`config.mk`:
```
export PLATFORM = sky130hd
export DESIGN_NAME = ttt_engine_nxn_flat
export DESIGN_NICKNAME = d
export VERILOG_FILES = /design/src/rtl/ttt_engine_nxn_if.sv /design/src/rtl/ttt_engine_nxn.sv /design/src/flat_wrapper.sv
export SDC_FILE = /design/constraint.sdc
export NUM_CORES = 1
export LEC_CHECK = 0
export CORE_ASPECT_RATIO = 1.5
export CORE_MARGIN = 2
export CORE_UTILIZATION = 30
export DETAILED_ROUTE_END_ITERATION = 12
export GPL_TIMING_DRIVEN = 0
export PLACE_DENSITY = 0.59
export SLEW_MARGIN = 25
export SYNTH_ARGS = -nofsm -noshare
export SYNTH_HDL_FRONTEND = slang
export SYNTH_SLANG_ARGS = --single-unit
```
`constraint.sdc`:
```
create_clock -name clk -period 11.1 [get_ports clk]
set_input_delay 2.22 -clock clk [delete_from_list [all_inputs] [get_ports clk]]
set_output_delay 2.22 -clock clk [all_outputs]
set_load 0.02 [all_outputs]
```
`src/rtl/ttt_engine_nxn_if.sv`:
```
// ttt_engine_nxn_if: move request handshake between a front end and the game engine
interface ttt_engine_nxn_if #(parameter int IW = 2);
  logic          move_valid;
  logic [IW-1:0] move_row;
  logic [IW-1:0] move_col;
  logic          move_ready;
  logic          move_ack;
  logic          move_err;
  modport master (output move_valid, move_row, move_col, input move_ready, move_ack, move_err);
  modport slave (input move_valid, move_row, move_col, output move_ready, move_ack, move_err);
endinterface

```
`src/rtl/ttt_engine_nxn.sv`:
```
// ttt_engine_nxn: N x N, K-in-a-row engine with a 4-cycle directional win scan around the last move
module ttt_engine_nxn #(
  parameter int N  = 3,
  parameter int K  = 3,
  parameter int IW = ($clog2(N) < 2) ? 2 : $clog2(N)
) (
  input  logic                         clk,
  input  logic                         reset,
  input  logic                         new_game,
  ttt_engine_nxn_if.slave              mv,
  output logic [2*N*N-1:0]             board,
  output logic [1:0]                   turn,
  output logic [1:0]                   winner,
  output logic                         game_over,
  output logic [$clog2(N*N+1)-1:0]     move_count
);
  localparam int BW = $clog2(2*N*N);
  localparam int MW = $clog2(N*N+1);
  typedef enum logic [1:0] {IDLE, SCAN, RESOLVE} state_t;
  state_t        state;
  logic [IW-1:0] r_q, c_q;
  logic [1:0]    player, dir;
  logic          win_hit, ack, err, hit, legal;
  int            dr, dc;
  // off-board coordinates read as empty, so a walk stops at the edge
  function automatic logic [1:0] cell_at(input logic [2*N*N-1:0] b, input int r, input int c);
    return (r >= 0 && r < N && c >= 0 && c < N) ? b[BW'(2*(r*N+c)) +: 2] : 2'd0;
  endfunction
  function automatic int run_len(input logic [2*N*N-1:0] b, input int r0, input int c0,
                                 input int sr, input int sc, input logic [1:0] p);
    int  n;
    logic go;
    n  = 0;
    go = 1'b1;
    for (int s = 1; s < K; s++) begin
      go = go && (cell_at(b, r0 + s*sr, c0 + s*sc) == p);
      n += int'(go);
    end
    return n;
  endfunction
  always_comb begin
    dr  = (dir == 2'd0) ? 0 : 1;
    dc  = (dir == 2'd1) ? 0 : (dir == 2'd3) ? -1 : 1;
    hit = 1 + run_len(board, int'(r_q), int'(c_q), dr, dc, player)
            + run_len(board, int'(r_q), int'(c_q), -dr, -dc, player) >= K;
  end
  assign legal = int'(mv.move_row) < N && int'(mv.move_col) < N &&
                 cell_at(board, int'(mv.move_row), int'(mv.move_col)) == 2'd0;
  assign mv.move_ready = (state == IDLE) && !game_over;
  assign mv.move_ack   = ack;
  assign mv.move_err   = err;
  always_ff @(posedge clk or negedge reset) begin
    if (!reset) begin
      board      <= '0;
      turn       <= 2'd1;
      winner     <= 2'd0;
      game_over  <= 1'b0;
      move_count <= '0;
      ack        <= 1'b0;
      err        <= 1'b0;
      state      <= IDLE;
      r_q        <= '0;
      c_q        <= '0;
      player     <= 2'd0;
      dir        <= 2'd0;
      win_hit    <= 1'b0;
    end else if (new_game) begin
      board      <= '0;
      turn       <= 2'd1;
      winner     <= 2'd0;
      game_over  <= 1'b0;
      move_count <= '0;
      ack        <= 1'b0;
      err        <= 1'b0;
      state      <= IDLE;
      dir        <= 2'd0;
      win_hit    <= 1'b0;
    end else begin
      ack <= 1'b0;
      err <= 1'b0;
      case (state)
        IDLE: if (mv.move_valid && mv.move_ready) begin
          if (legal) begin
            board[BW'(2*(int'(mv.move_row)*N + int'(mv.move_col))) +: 2] <= turn;
            move_count <= move_count + 1'b1;
            r_q        <= mv.move_row;
            c_q        <= mv.move_col;
            player     <= turn;
            dir        <= 2'd0;
            state      <= SCAN;
          end else
            err <= 1'b1;
        end
        SCAN: begin
          win_hit <= win_hit | hit;
          dir     <= dir + 2'd1;
          if (dir == 2'd3) begin
            state <= RESOLVE;
            ack   <= 1'b1;
          end
        end
        RESOLVE: begin
          if (win_hit) begin
            winner    <= player;
            game_over <= 1'b1;
          end else if (move_count == MW'(N*N)) begin
            winner    <= 2'd3;
            game_over <= 1'b1;
          end else
            turn <= (turn == 2'd1) ? 2'd2 : 2'd1;
          win_hit <= 1'b0;
          state   <= IDLE;
        end
        default: state <= IDLE;
      endcase
    end
  end
endmodule
```
`src/flat_wrapper.sv`:
```
// flat-port wrapper written by rule: the top's interface ports become plain ports
module ttt_engine_nxn_flat 
#(
  parameter int N  = 3,
  parameter int K  = 3,
  parameter int IW = ($clog2(N) < 2) ? 2 : $clog2(N)
)
  (clk, reset, new_game, board, turn, winner, game_over, move_count, mv_move_valid, mv_move_row, mv_move_col, mv_move_ready, mv_move_ack, mv_move_err);
  ttt_engine_nxn_if #(.IW(IW)) mv_i ();
  input  logic clk;
  input  logic reset;
  input  logic new_game;
  output logic [2*N*N-1:0] board;
  output logic [1:0] turn;
  output logic [1:0] winner;
  output logic game_over;
  output logic [$clog2(N*N+1)-1:0] move_count;
  input wire logic [$bits(mv_i.move_valid)-1:0] mv_move_valid;
  input wire logic [$bits(mv_i.move_row)-1:0] mv_move_row;
  input wire logic [$bits(mv_i.move_col)-1:0] mv_move_col;
  output wire logic [$bits(mv_i.move_ready)-1:0] mv_move_ready;
  output wire logic [$bits(mv_i.move_ack)-1:0] mv_move_ack;
  output wire logic [$bits(mv_i.move_err)-1:0] mv_move_err;
  assign mv_i.move_valid = mv_move_valid;
  assign mv_i.move_row = mv_move_row;
  assign mv_i.move_col = mv_move_col;
  assign mv_move_ready = mv_i.move_ready;
  assign mv_move_ack = mv_i.move_ack;
  assign mv_move_err = mv_i.move_err;
  ttt_engine_nxn #(.N(N), .K(K), .IW(IW)) u_core (.clk(clk), .reset(reset), .new_game(new_game), .mv(mv_i), .board(board), .turn(turn), .winner(winner), .game_over(game_over), .move_count(move_count));
endmodule
```
# Yosys cells after proc, flatten, opt, wreduce, memory -nomap -nowiden
# Index checks and enable logic that the tools add are counted.
[word_totals] input_bits=8 register_bits=40 output_inout_bits=30 wordCells=166
[classes] order_cmp=19 add_sub_neg=22 n_shift=7 n_reduce_logical=35 n_mux=48 bitwise_logic=2 eq_ne=15 n_mul=5
[ops] cell="3-bit by 32-bit adder with 32-bit output" n=8
[ops] cell="32-bit by 1-bit greater-or-equal comparator with 1-bit output, second input constant" n=8
[ops] cell="32-bit by 3-bit less-than comparator with 1-bit output, second input constant" n=8
[ops] cell="32-bit by 3-bit multiplier with 4-bit output, second input constant" n=4
[ops] cell="18-bit by 5-bit indexed part select with 2-bit output" n=5
[ops] cell="18-bit two-way mux" n=4
[ops] cell="32-bit two-way mux" n=2
[ops] cell="32-bit negator" n=2
[ops] cell="2-bit two-way mux" n=21
[ops] cell="2-bit by 32-bit adder with 32-bit output, first input constant" n=1
[ops] cell="32-bit adder" n=1
[ops] cell="32-bit by 3-bit greater-or-equal comparator with 1-bit output, second input constant" n=1
[ops] cell="18-bit bitwise mux" n=1
[ops] cell="1-bit logical AND" n=18
[ops] cell="2-bit by 6-bit variable shift with 18-bit output, first input constant" n=1
[ops] cell="2-bit by 6-bit indexed part select with 18-bit output" n=1
[ops] cell="4-bit adder" n=4
[ops] cell="4-bit two-way mux" n=4
[ops] cell="1-bit two-way mux" n=13
[ops] cell="3-bit AND reduction" n=4
[ops] cell="3-bit nonzero test" n=3
[ops] cell="2-bit equality test" n=4
[ops] cell="2-bit one-hot mux with 2 select lines" n=2
[ops] cell="2-bit nonzero test" n=4
[ops] cell="other kinds (20)" n=29

# Logic depth before layout (Yosys ltp)
# Gate-level depths: netlist of run 1.
[depth] word_depth=17 ltp_mapped=22 mapped_depth_nobuf=22

# Worst setup path before layout of run 1
# OpenSTA, ideal clock, no wires.
[synth_path] path_type="reg2reg" startpoint="register u_core.dir[0]" endpoint="register u_core.win_hit" arrival_ns=5.493 path_buffers=0 required_time_ns=11.022 stages_incl_launch_ff=23 setup_ns=0.078 synth_period_minus_slack_ns=5.571 slack_ns=5.529 path_cell_list="dfrtp_1 inv_1 ha_1 inv_1 ha_1 fa_1 inv_1 ha_1 inv_1 fa_1 inv_1 fa_1 mux4_2 mux2i_1 xor2_1 a31oi_1 o21ai_0 or3b_1 ha_1 fa_1 o21ai_0 nand2b_1 a21oi_1"
[synth_via] elab_chain_cells=17 word_cells_on_any_way=74 cone_classes="18 x add/sub; 4 x mul; 17 x order compare; 6 x eq/ne; 4 x shift; 9 x mux; 1 x bitwise; 15 x reduce/logical"
[synth_rtl] item="start, declared" line_no="ttt_engine_nxn.sv:22" text="logic [1:0] player, dir;"
[synth_rtl] item="start signal, assigned" line_no="ttt_engine_nxn.sv:96" text="dir <= dir + 2'd1;"
[synth_rtl] item="branches (longest 12 deep; another with 3-bit by 32-bit adder with 32-bit output)"
[synth_rtl] item="32-bit adder (*)" line_no="ttt_engine_nxn.sv:45" text="+ run_len(board, int'(r_q), int'(c_q), -dr, -dc, player) >= K;"
[synth_rtl] item="32-bit by 3-bit greater-or-equal comparator with 1-bit output (*)" line_no="ttt_engine_nxn.sv:45"
[synth_rtl] item="1-bit OR (*)" line_no="ttt_engine_nxn.sv:95" text="win_hit <= win_hit | hit;"
[synth_rtl] item="1-bit one-hot mux with 2 select lines (*)" line_no="ttt_engine_nxn.sv:81" text="case (state)"
[synth_rtl] item="1-bit two-way mux (*)" line_no="ttt_engine_nxn.sv:67" text="end else if (new_game) begin"
[synth_rtl] item="end signal, assigned" line_no="ttt_engine_nxn.sv:95"
[synth_rtl] item="end, declared" line_no="ttt_engine_nxn.sv:23" text="logic win_hit, ack, err, hit, legal;"
# Every way passes the cells marked *.
# A chain may end at the register's enable or synchronous reset.

# Worst setup path after layout of run 1
# Ends and elaborated chain as after synthesis.

==> results of run 1 <==
## per-stage QoR
stage               hold WS [ns]  utilization [%]  total power, mW
floorplan                  0.529                -            0.624
global placement           0.514             35.1            0.735
detailed placement         0.531             35.2            0.747
CTS                        0.548             36.5            0.930
global route               0.573             36.5             1.00
finish                     0.542             36.5            0.919
## registers in the layout (all words and copies together), names as in the netlist
| signal | flops |
|---|---|
| u_core.r_q | 2 |
| u_core.move_count | 4 |
| u_core.dir | 2 |
| u_core.state | 2 |
| u_core.mv.move_ack | 1 |
| u_core.turn | 2 |
| u_core.c_q | 2 |
| u_core.player | 2 |
| u_core.mv.move_err | 1 |
| u_core.winner | 2 |
| u_core.win_hit | 1 |
| u_core.board | 18 |
| u_core.game_over | 1 |
## report_power, final
part	switching, mW	total (mW)	internal (mW)	leakage, nW
registers	0.0161	0.170	0.153	0.541
logic	0.313	0.575	0.262	1.43
clock network	0.0620	0.175	0.113	0.0871
total	0.391	0.919	0.528	2.06
## per-layer routing
layer | vias to the layer above | global-route usage [%] | wire length [um]
met4 | 0 | 6.58 | 377
li1 | 1526 | - | -
met3 | 27 | 1.13 | 182
met2 | 73 | 29.2 | 6050
met5 | - | 0 | 0
met1 | 1610 | 16.4 | 3970
## critical path, delay by kind of cell, from the launching register on
| family | cells | cell delay [ns] |
|---|---|---|
| buffers and inverters | 5 | 0.80 |
| muxes | 2 | 0.56 |
| adders and majority gates | 8 | 3.19 |
| xor gates and xnor gates | 1 | 0.17 |
| and+or+nand+nor | 2 | 0.49 |
| DFF | 1 | 0.43 |
| AOI/OAI and AO/OA | 4 | 0.83 |
## synthesized netlist by cell type, types with 2 or more instances
cell type and n:
nor3b_1 3, nor2b_1 2, nand2_1 15, inv_1 45, o32ai_1 2, dfrtp_1 39, nor4_4 3, buf_2 2
mux4_2 13, o21a_1 2, ha_1 59, a32o_1 2, or3b_1 2, xnor2_1 12, and2_1 2, xor2_1 8
mux2_2 8, o21ai_0 14, mux2i_1 23, clkbuf_1 9, nand3b_1 3, a31oi_1 4, or3_1 4, o31ai_1 2
nor2_1 32, nand3_1 7, a2bb2o_1 2, nor4_2 4, nand2b_1 11, fa_1 17, buf_1 2, a211oi_1 6
nor3_1 11, a21oi_1 15
## how the worst max path moves through the flow
stage / startpoint / to / slack, ns
floorplan: u_core.dir[0]$_DFFE_PN0P_ / u_core.win_hit$_DFFE_PN0P_ / 5.53
global placement: u_core.dir[0]$_DFFE_PN0P_ / u_core.win_hit$_DFFE_PN0P_ / 4.71
detailed placement: u_core.dir[0]$_DFFE_PN0P_ / u_core.win_hit$_DFFE_PN0P_ / 4.58
CTS: u_core.dir[0]$_DFFE_PN0P_ / u_core.win_hit$_DFFE_PN0P_ / 4.55
global route: u_core.dir[0]$_DFFE_PN0P_ / u_core.win_hit$_DFFE_PN0P_ / 4.13
finish: u_core.dir[0]$_DFFE_PN0P_ / u_core.win_hit$_DFFE_PN0P_ / 4.53
## area by class of cell
type / count / area [um^2]
clock buffers: 6 / 139
repair buffers: 38 / 385
multi-input cells: 309 / 2940
well taps: 162 / 203
plain buffers: 15 / 63.8
fillers: 1356 / 8590
clock inverters: 2 / 38.8
inverters: 45 / 169
flip-flops and latches: 40 / 1000
## cell families (layout without fill, tap and decap cells)
family,Yosys count,in the layout,synth area share [%]
mux,44,44,14.7
fa+ha+maj,76,76,25.8
compound gates,58,58,9.82
flops,40,40,24.0
buf+inv,60,106,5.57
xor+xnor,20,20,4.19
simple gates,111,111,15.9
==> flow_metrics.py, run 1 <==
metrics = {
    "min_path": {
        "hold_start": "u_core.board[16]$_DFFE_PN0P_",
        "whs_path_depth": 2,
        "min_to": "u_core.board[16]$_DFFE_PN0P_",
        "hp-class": "reg -> reg",
    },
    "detailed_routing": {
        "vias_per_cell": 5.24,
        "drt_pass1_iterations": 4,
        "drtIter0Drc": 70,
        "antenna_left": 0,
        "routedWlPerCell_um": 17.2,
        "drt-total-wl_mm": 10.6,
        "drcViolationCount": 0,
        "vias": 3236,
    },
    "worst_setup_path": {
        "rrSetupSlack_ns": 4.53,
        "r2r_end": "u_core.win_hit$_DFFE_PN0P_",
        "cp-start-kind": "register",
        "criticalPathCategory": "reg -> reg",
        "crit_required_ns": 11.31,
        "critPathMaxStageDelay_ns": 0.64,
        "worst-r2r-cell-count": 22,
        "worstPathMaxFanout": 12,
        "crit_slowest_cell": "fa_1",
        "path_common_cell": "inv_1",
        "cp-end-kind": "register",
        "r2r-start": "u_core.dir[0]$_DFFE_PN0P_",
        "arrival_ns": 6.78,
        "cp_cell_sequence": "inv_1 > ha_1 > inv_1 > ha_1 > fa_1 > inv_1 > ha_1 > inv_1 > fa_1 > inv_1 > fa_1 > mux4_2 > mux2i_1 > xor2_1 > a31oi_1 > o21ai_0 > or3b_1 > ha_1 > fa_1 > o21ai_0 > nand2b_1 > a21oi_1",
    },
    "placement": {
        "io_buffers": 37,
        "pre_cts_slack_ns": 4.58,
        "dp_hpwl_mm": 8.63,
        "dp_cells": 609,
        "place_congestion": 0.895,
        "placed_area_um2": 4770,
    },
    "cells_and_area": {
        "fin_cells": 617,
        "nNetsFinal": 538,
        "area_growth_pct": 18.3,
        "antennaDiodeCount": 0,
        "final_area_um2": 4940,
        "final_common_cell": "ha_1",
        "drive_above_1_share_pct": 10.8,
        "layout_common_cells": "ha_1 (59), inv_1 (45), dfrtp_1 (39)",
    },
    "floorplanning": {
        "num_rows": 52,
        "core_area_um2": 13500,
        "dieWidth_um": 100,
        "initial_core_util_pct": 30.9,
        "io_pins": 38,
        "die_area_um2": 14900,
        "die_h_um": 149,
    },
    "timing": {
        "tns_ns": 0,
        "setup_slack_ns": 4.53,
        "setup_viol": 0,
        "fin_crit_sh_pct": 59.2,
        "slew_headroom_pct": 53.7,
        "grt_setup_unrepaired": "no",
        "finalHoldViolCount": 0,
        "worstMarginPinSlew_ns": 0.695,
        "slew_viol_final": 0,
        "max_freq_mhz": 152,
        "period_needed_ns": 6.57,
        "skew_ns": 0.00515,
    },
    "power_and_ir_drop": {
        "power-per-cell-area_nw_per_um2": 186,
        "power_leakage_nw": 2.06,
        "ir_worst_vdd_mv": 0.0752,
    },
    "synth": {
        "synth_edf_count": 0,
        "syn-instance-count": 409,
        "syn_area_per_cell_um2": 10.2,
        "synth.area.top_cells": "dfrtp_1 (23%), ha_1 (18%), fa_1 (8.1%)",
        "ys_seq_elements": 40,
        "seq_area_frac_synth_pct": 24.0,
        "yosys_most_used_dff": "dfrtp_1",
        "netlist_area_um2": 4180,
        "synth_top_area_cell": "dfrtp_1",
        "async_reset_ff_share_pct": 100,
        "synthesis.nets": 493,
        "synth_top_area_share_pct": 23.4,
        "yosys_warnings": 0,
        "ys_types": 58,
    },
    "global_route": {
        "antenna_found_initial": 0,
        "grt_use_total_pct": 15.1,
        "grt_pass1_vias": 3609,
        "grt-ovfl-total": 0,
        "grt_pass1_wl_mm": 18.0,
        "grt_max_degree": 31,
    },
    "job": {
        "drv_cap": 0,
    },
    "clock_network": {
        "insertion_delay_ns": 0.29,
        "htree_levels": 2,
        "cts_buffer_depth": 2,
        "path_clk_slew_ns": 0.06,
        "ctsResizeCount": 0,
        "cts.sinks": 40,
        "hold_buffers": 0,
        "cts_tree": "yes",
        "cts_root_buf": "clkbuf_16",
        "cts_made_buffers": 5,
        "postCtsSetupRepairBufs": 0,
    },
    "status": {
        "outcome": "complete, no violations",
    },
}
(Power assumes the default switching activity.)
==> run 2, diff against run 1 <==
Clock period 11.1 ns to 6.5 ns, I/O delays scaled along.
==> run 2 against run 1 <==
Sequential cell count is the same. Via count grew 0.71%. Sequential share of layout area shrank 0.23 points. Global-route usage is the same. Sequential power grew 71%. First-iteration DRC count grew 17%. Combinational power grew 73%. Register-to-register slack lost 4.1 ns. Cell count grew 0.81%. Critical path depth is the same. Clock power grew 71%. Largest cell class unchanged. Critical path type unchanged.
==> flow_metrics.py, run 2 (synthesized netlist as in run 1, its figures left out) <==
metrics = {
    "clock_network": {
        "cts_made_buffers": 5,
        "hold_buffers": 0,
        "cts.sinks": 40,
        "path_clk_slew_ns": 0.06,
        "htree_levels": 2,
        "cts_buffer_depth": 2,
        "cts_root_buf": "clkbuf_16",
        "insertion_delay_ns": 0.29,
        "cts_tree": "yes",
    },
    "timing": {
        "grt_setup_unrepaired": "no",
        "period_needed_ns": 6.08,
        "setup_viol": 0,
        "finalHoldViolCount": 0,
        "setup_slack_ns": 0.423,
        "max_freq_mhz": 165,
        "fin_crit_sh_pct": 93.5,
        "worstMarginPinSlew_ns": 0.699,
        "slew_headroom_pct": 53.4,
        "slew_viol_final": 0,
        "skew_ns": 0.00561,
    },
    "global_route": {
        "grt-ovfl-total": 0,
        "gr-usage-met3_pct": 1.13,
        "grt_pass1_vias": 3609,
        "antenna_found_initial": 0,
        "grt_use_total_pct": 15.1,
        "grt_pass1_wl_mm": 18.0,
        "use_met1_pct": 16.4,
        "grt.busiest_layer": "met2",
        "grtUsageMet2_pct": 29.2,
        "grt_max_degree": 31,
    },
    "cells_and_area": {
        "largest_reg_flops": 18,
        "drive_above_1_share_pct": 12.4,
        "final_common_cell": "ha_1",
        "top_register": "u_core.board",
        "largest_registers": "u_core.board (18), u_core.move_count (4)",
        "utilization_pct": 37.0,
        "fin_cells": 622,
        "nNetsFinal": 543,
        "antennaDiodeCount": 0,
        "layout_common_cells": "ha_1 (58), inv_1 (43), dfrtp_1 (39)",
        "area_growth_pct": 19.7,
    },
    "status": {
        "outcome": "complete, no violations",
    },
    "power_and_ir_drop": {
        "power_leakage_nw": 2.08,
        "power-per-cell-area_nw_per_um2": 317,
        "ir_worst_vdd_mv": 0.128,
    },
    "floorplanning": {
        "dieWidth_um": 100,
        "io_pins": 38,
        "num_rows": 52,
        "die_area_um2": 14900,
        "die_h_um": 149,
        "core_area_um2": 13500,
        "initial_core_util_pct": 30.9,
    },
    "detailed_routing": {
        "drt-total-wl_mm": 10.6,
        "antenna_left": 0,
        "drt_pass1_iterations": 4,
        "drcViolationCount": 0,
        "routedWlPerCell_um": 17.1,
        "drtIter0Drc": 82,
        "vias": 3259,
        "vias_per_cell": 5.24,
    },
    "worst_setup_path": {
        "crit_start": "u_core.dir[0]$_DFFE_PN0P_",
        "cp-start-kind": "register",
        "crit_required_ns": 6.71,
        "arrival_ns": 6.29,
        "criticalPathCategory": "reg -> reg",
        "r2r-start": "u_core.dir[0]$_DFFE_PN0P_",
        "cp-end-kind": "register",
        "worstPathMaxFanout": 7,
    },
    "placement": {
        "place_congestion": 0.895,
        "dp_hpwl_mm": 8.63,
        "io_buffers": 37,
        "dp_cells": 609,
        "pre_cts_slack_ns": -0.0245,
    },
    "min_path": {
        "hp-class": "reg -> reg",
        "hold_start": "u_core.board[16]$_DFFE_PN0P_",
    },
    "job": {
        "drv_cap": 0,
    },
}
## run 2: cell count changes in the layout (fill, tap and decap cells not counted), sizes merged
cell / previous run / this run
buf: 7 / 12
inv: 45 / 43
clkinvlp: 0 / 2
## run 2: where the power goes
group	switching (mW)	leakage [nW]	internal, mW
Sequential	0.0281	0.541	0.262
Clock	0.108	0.0871	0.192
Combinational	0.538	1.45	0.455
Total	0.674	2.08	0.909
## run 2: area by class of cell
type	instances	area, um^2
timing repair buffer	43	423
clock inverter	2	38.8
sequential	40	1000
clock buffer	6	139
fill	1347	8530
buffer	15	63.8
tap	162	203
inverter	45	176
multi-input combinational	309	2960
## run 2: layer usage
metal  share of wire, %  up-vias  wire length, um
met5                  0        -                0
met4                3.6        0              382
met3                1.8       30              193
met2                 57       75             6060
met1                 38     1620             3990
li1                   -     1534                -
## run 2: worst max-delay path, stage by stage (launching register included)
cell and delay (ns):
dfrtp_1 0.45, clkinvlp_4 0.21, ha_4 0.25, clkinvlp_4 0.17, ha_1 0.24, fa_1 0.43, inv_1 0.10, ha_1 0.18
inv_1 0.06, fa_1 0.51, inv_1 0.06, fa_1 0.64, mux4_2 0.34, mux2i_1 0.22, xor2_1 0.17, a31oi_1 0.09
o21ai_0 0.30, or3b_1 0.39, ha_1 0.21, fa_1 0.43, o21ai_0 0.29, nand2b_1 0.10, a21oi_1 0.15
## run 2: per-stage QoR
step	setup TNS (ns)	power (mW)	cell area (um^2)	hold WS, ns
2_1_floorplan	0	1.07	4180	0.529
6_report	0	1.58	5000	0.542
4_1_cts	0	1.59	4950	0.548
3_5_place_dp	-0.0245	1.28	4770	0.531
5_1_grt	0	1.73	5000	0.573
3_3_place_gp	0	1.25	4750	0.514
## run 2: worst paths after layout
path                                           endpoint  slack (ns)  cells after the start
setup / recovery             u_core.win_hit$_DFFE_PN0P_        0.42                     22
setup reg to reg             u_core.win_hit$_DFFE_PN0P_        0.42                     22
hold reg to reg            u_core.board[16]$_DFFE_PN0P_        0.54                      2
max in group asynchronous    u_core.turn[0]$_DFFE_PN1P_        5.08                      2
min in group asynchronous   u_core.board[6]$_DFFE_PN0P_        0.89                      1
hold / removal             u_core.board[16]$_DFFE_PN0P_        0.54                      2
## run 2: timing repair
action,in CTS,in global routing
gates resized for setup,1,3
setup buffers,0,5
setup endpoints to repair,1,1
cloned,0,0
pin swaps,0,0
==> run 3, diff against run 2 <==
Settings changed: HOLD_SLACK_MARGIN set to 0.03.
==> results of run 3 <==
The final DEF is identical to that of run 2; final timing and power are the same.
